<file path="config.mk">
export PLATFORM = sky130hd
export DESIGN_NAME = tic_tac_toe_game
export DESIGN_NICKNAME = d
export VERILOG_FILES = /design/src/rtl/tic_tac_toe_game.sv
export SDC_FILE = /design/constraint.sdc
export NUM_CORES = 1
export LEC_CHECK = 0
export BUFFER_PORTS_ARGS = -buffer_cell sky130_fd_sc_hd__buf_4
export CAP_MARGIN = 0
export CORE_ASPECT_RATIO = 1.25
export CORE_UTILIZATION = 58
export DETAILED_ROUTE_END_ITERATION = 7
export PLACE_DENSITY_LB_ADDON = 0.3
export RECOVER_POWER = 25
export SLEW_MARGIN = 40
export SYNTH_ARGS = -nofsm -noshare
export SYNTH_HDL_FRONTEND = slang
export SYNTH_SLANG_ARGS = --single-unit
</file>
<file path="constraint.sdc">
create_clock -name clock -period 3.7 [get_ports clock]
set_clock_uncertainty 0.2 [all_clocks]
set_input_delay 0.555 -clock clock [delete_from_list [all_inputs] [get_ports clock]]
set_output_delay 0.555 -clock clock [all_outputs]
set_load 0.02 [all_outputs]
</file>
<file path="src/rtl/tic_tac_toe_game.sv">
// Tic-tac-toe referee: validates edge-detected player (X) / computer (O) move
// requests against turn order and board occupancy, stores moves, reports winner.
module tic_tac_toe_game (
   input  logic       clock,
   input  logic       reset,
   input  logic       play,
   input  logic       pc,
   input  logic [3:0] player_position,
   input  logic [3:0] computer_position,
   output logic [1:0] pos1,
   output logic [1:0] pos2,
   output logic [1:0] pos3,
   output logic [1:0] pos4,
   output logic [1:0] pos5,
   output logic [1:0] pos6,
   output logic [1:0] pos7,
   output logic [1:0] pos8,
   output logic [1:0] pos9,
   output logic [1:0] who
);

   typedef enum logic [1:0] {FIRST, P_TURN, C_TURN, OVER} state_t;

   localparam logic [1:0] EMPTY  = 2'b00;
   localparam logic [1:0] CELL_X = 2'b01;
   localparam logic [1:0] CELL_O = 2'b10;

   state_t           state_q, state_d;
   logic [8:0][1:0]  board_q, board_d;
   logic [1:0]       who_q, who_d;
   logic             play_d_q, pc_d_q;

   logic p_fire, c_fire, p_ok, c_ok, x_win, o_win, full;

   function automatic logic has_line(input logic [8:0][1:0] b, input logic [1:0] c);
      has_line = (b[0] == c && b[1] == c && b[2] == c) ||
                 (b[3] == c && b[4] == c && b[5] == c) ||
                 (b[6] == c && b[7] == c && b[8] == c) ||
                 (b[0] == c && b[3] == c && b[6] == c) ||
                 (b[1] == c && b[4] == c && b[7] == c) ||
                 (b[2] == c && b[5] == c && b[8] == c) ||
                 (b[0] == c && b[4] == c && b[8] == c) ||
                 (b[2] == c && b[4] == c && b[6] == c);
   endfunction

   always_comb begin
      p_fire = play & ~play_d_q;
      c_fire = pc & ~pc_d_q;
      p_ok   = (player_position <= 4'd8) && (board_q[player_position] == EMPTY);
      c_ok   = (computer_position <= 4'd8) && (board_q[computer_position] == EMPTY);
      x_win  = has_line(board_q, CELL_X);
      o_win  = has_line(board_q, CELL_O);
      full   = 1'b1;
      for (int unsigned i = 0; i < 9; i++) begin
         full = full & (board_q[i] != EMPTY);
      end
   end

   // Game-end detection runs on the registered board, so it takes priority over
   // any request arriving in the cycle after the deciding move.
   always_comb begin
      state_d = state_q;
      board_d = board_q;
      who_d   = who_q;
      if (state_q != OVER) begin
         if (x_win) begin
            who_d   = CELL_X;
            state_d = OVER;
         end else if (o_win) begin
            who_d   = CELL_O;
            state_d = OVER;
         end else if (full) begin
            state_d = OVER;
         end else if (p_fire && p_ok && state_q != C_TURN) begin
            board_d[player_position] = CELL_X;
            state_d = C_TURN;
         end else if (c_fire && c_ok && state_q != P_TURN) begin
            board_d[computer_position] = CELL_O;
            state_d = P_TURN;
         end
      end
   end

   always_ff @(posedge clock or negedge reset) begin
      if (!reset) begin
         state_q  <= FIRST;
         board_q  <= '0;
         who_q    <= '0;
         play_d_q <= 1'b0;
         pc_d_q   <= 1'b0;
      end else begin
         state_q  <= state_d;
         board_q  <= board_d;
         who_q    <= who_d;
         play_d_q <= play;
         pc_d_q   <= pc;
      end
   end

   assign pos1 = board_q[0];
   assign pos2 = board_q[1];
   assign pos3 = board_q[2];
   assign pos4 = board_q[3];
   assign pos5 = board_q[4];
   assign pos6 = board_q[5];
   assign pos7 = board_q[6];
   assign pos8 = board_q[7];
   assign pos9 = board_q[8];
   assign who  = who_q;

endmodule

</file>
==> results.md <==
* Status: finished clean
* Mapped cell area at 0.001511 mm2
* Global-route wire length before repair at 6444 um
* Clock tree root driver cell: sky130_fd_sc_hd__clkbuf_4
* Worst Path Required at 3.77 ns
* Lkg Pwr at 0.8990 nW
* Hold slack at 0.1427 ns
* Cell-by-cell listing of the critical path: nor4bb_1, o311ai_0, and4_1, and3b_1, a41o_1
* Vias in the first global route at 1,389
* Internal power contribution at 0.3873 mW
* Die X-Extent at 47.66 um
* Area enclosed by the die boundary at 0.002816 mm2
* Count of state elements after synthesis at 24
* Total of max-cap violations at 0
* Critical path depth at 5
* Largest stage delay on the critical path at 0.62 ns
* Finish-stage setup viols at 0
* Maximum number of buffers from clock root to sink at 2
* Core Region at 0.002452 mm2
* Number of setup buffers added after CTS at 0
* I/O pins at 32
* Leading area contributor after synthesis: sky130_fd_sc_hd__dfrtp_1
* Fraction of power spent switching nets at 0.2222
* Remaining antenna violation count at 0
* Clock tree from TritonCTS: yes
* Number of rows created at floorplan at 20
* DP Area at 0.001755 mm2
* Post-detailed-placement half-perimeter wirelength at 2853 um
* Count of different cell masters after synthesis at 38
* Max-slew headroom at 0.1526
* DRC marker count from the first detailed-route iteration at 71
* GRT met3 Usage at 0.04573
* Critical setup path kind: reg -> reg
* Arrival @ worst endpoint at 2.50 ns
* Power, Total at 0.4979 mW
* Buffers added on ports at 31
* Worst Hold Class: in -> reg
* Number of enable-type register cells in the synthesized netlist at 0
* Sinks on Clock Net at 24
* Cell with the biggest individual delay on the critical path: sky130_fd_sc_hd__and3b_1
* Vias per inst at 6.839
* Layer with the highest usage: met2
* IR Drop Worst-Case VDD at 0.2302 mV
* Number of stages on the worst hold path at 1
* Clock buffers created by TritonCTS at 3
* Met2 Use GR at 0.5303
* Final net count at 185
* Area growth from synthesis to layout at 20.03%
* Number of cells after detailed placement at 200
* Clock input transition at the sequential cells of the worst setup and hold paths at 0.15 ns
* Switching Power at 0.1106 mW
* Routed Wire Length at 4054 um
* Share of async-settable or async-resettable flops after synthesis at 1.000
* Highest Clock Rate at 412.7 MHz
* Startpoint types: register
* Number of antenna violations at the first check in global routing at 0
* Relative contribution of combinational cells to total power at 0.073
* Seq/Total Area, Yosys at 0.3974
* Total number of vias at 1,402
* Cell area power density at 274.4 mW/mm2
* Primary FF master, synth: sky130_fd_sc_hd__dfrtp_1
* Clock Power Share at 0.398
* Type of destination of the critical path: register
* Endpoints failing hold at 0
* Remaining global-route overflow at 0
* Critical-path maximum fanout at 20
* Fin crit share at 0.6549
* Post-Synthesis Net Count at 153
* Number of standard cells after synthesis at 141
* YS warnings at 0
* Leading cell types in the layout, fill and taps excluded: sky130_fd_sc_hd__buf_4 (28), sky130_fd_sc_hd__dfrtp_1 (24), sky130_fd_sc_hd__nor4bb_1 (13), sky130_fd_sc_hd__a41o_1 (13), sky130_fd_sc_hd__nor2_1 (12)
* Most common cell after layout, fill and taps aside: sky130_fd_sc_hd__buf_4
* Count of inserted antenna diode cells at 0
* Clock period minus worst slack at 2.423 ns
* RSZ-0062 raised after global routing: no
* Starting Density at 0.6163
* Worst reg-to-reg path cell count at 5
* Number of design rule violations left after detail routing at 0
* Routability congestion estimate at 0.9624
* Post-route cell area at 0.001814 mm2
* Skew-Pair Late Insertion Delay at 0.34 ns
* Global-route usage over all layers at 0.3256
* Count of TritonRoute iterations in the first routing pass at 4
* Top cells by area in the synthesized netlist: sky130_fd_sc_hd__dfrtp_1 (40%), sky130_fd_sc_hd__a41o_1 (8.6%), sky130_fd_sc_hd__nor4bb_1 (8.6%)
* Number of H-tree branching levels at 1
* Largest net degree at the start of global routing at 25
* Sum of negative setup slack at 0 ns
* Number of buffers and inverters on the critical path at 0
* Final Max Slew Viols at 0
* Syn avg cell area at 10.72 um2
* Cell family contributing the most delay on the critical path: simple AND/OR/NAND/NOR gates
* DR WL/cell at 19.78 um
* Post-Layout Cell Count at 205
* Sequential fraction of design power at 0.530
* Chip height at 59.08 um
* Top-area cell type share of the netlist area at 0.3974
* Met1 capacity usage during global routing at 0.4028
* Share of layout cells above drive strength 1 at 0.2500
* Worst-Margin Slew at 1.271 ns
-- state kept, by name, summed over array words and instances (netlist names) --
name	flops
play_d_q	1
pos1	2
pc_d_q	1
pos8	2
pos5	2
pos2	2
pos7	2
who	2
pos3	2
pos9	2
state_q	2
pos6	2
pos4	2
-- cells by family (layout without fill, tap and decap cells) --
logic type | after synthesis | in the layout | synth area share
and+or+nand+nor | 71 | 71 | 0.3262
buffers and inverters | 6 | 37 | 0.02234
AOI/OAI and AO/OA | 36 | 36 | 0.1945
DFF | 24 | 24 | 0.3974
muxes | 4 | 4 | 0.05961
-- worst register-to-register path: cells and delay by family, from the launching register on --
kind,cells,cell delay (ns)
simple gates,3,1.07
compound gates,2,0.59
flops,1,0.50
-- through the flow --
| stage | setup WS, ns | util |
|---|---|---|
| after floorplan | 1.555 | - |
| after global routing | 1.130 | 0.7398 |
| after detailed placement | 1.354 | 0.7158 |
| after CTS | 1.327 | 0.7413 |
| final | 1.277 | 0.7398 |
| after global placement | 1.352 | 0.7158 |
-- layer usage --
layer | wire length, um | vias to the layer above | part of all wire
met5 | 0 | - | 0
met3 | 250 | 18 | 0.062
li1 | - | 634 | -
met1 | 1576 | 674 | 0.39
met2 | 2092 | 76 | 0.52
met4 | 135 | 0 | 0.033
-- area by class of cell --
type	instances	area [um2]
inverter	1	3.754
sequential	24	600.6
fill	199	638.1
timing repair buffer	32	239.0
clock inverter	1	30.03
tap	33	41.29
clock buffer	3	22.52
multi-input combinational	111	877.1
-- timing repair --
action | 4_1_cts | 5_1_grt
endpoints found under the hold margin | 24 | 0
gates resized for setup | 0 | 0
hold buffers | 1 | 0
-- final timing paths --
path	startpoint	end	slack [ns]
max	pos1[0]$_DFFE_PN0P_	pos1[0]$_DFFE_PN0P_	1.28
min reg2reg	who[0]$_DFFE_PN0P_	who[0]$_DFFE_PN0P_	0.31
max reg2reg	pos1[0]$_DFFE_PN0P_	pos1[0]$_DFFE_PN0P_	1.28
min in group asynchronous	reset	pc_d_q$_DFF_PN0_	0.81
min	pc	pc_d_q$_DFF_PN0_	0.14
max in group asynchronous	reset	pos8[0]$_DFFE_PN0P_	1.74
-- synth_stat cells, drive strengths merged (2+ instances only) --
| master | count |
|---|---|
| dfrtp | 24 |
| a41o | 13 |
| nor4bb | 13 |
| nor2 | 12 |
| nor2b | 9 |
| or2 | 9 |
| nand2 | 7 |
| a31o | 5 |
| o21ai | 5 |
| buf | 4 |
| mux4 | 4 |
| nor4b | 4 |
| nand3b | 3 |
| o22ai | 3 |
| a211oi | 2 |
| a21oi | 2 |
| and4bb | 2 |
| nand2b | 2 |
| nand4 | 2 |
| nor3 | 2 |
| o311ai | 2 |
-- power groups by stage --
stage               Sequential, mW  Clock, mW  Combinational, mW
floorplan                    0.269          0             0.0167
global placement             0.269          0             0.0341
detailed placement           0.269          0             0.0357
CTS                          0.264      0.199             0.0368
global route                 0.264      0.206             0.0401
finish                       0.264      0.198             0.0362
Note: power is estimated with default switching activity, not from simulation.
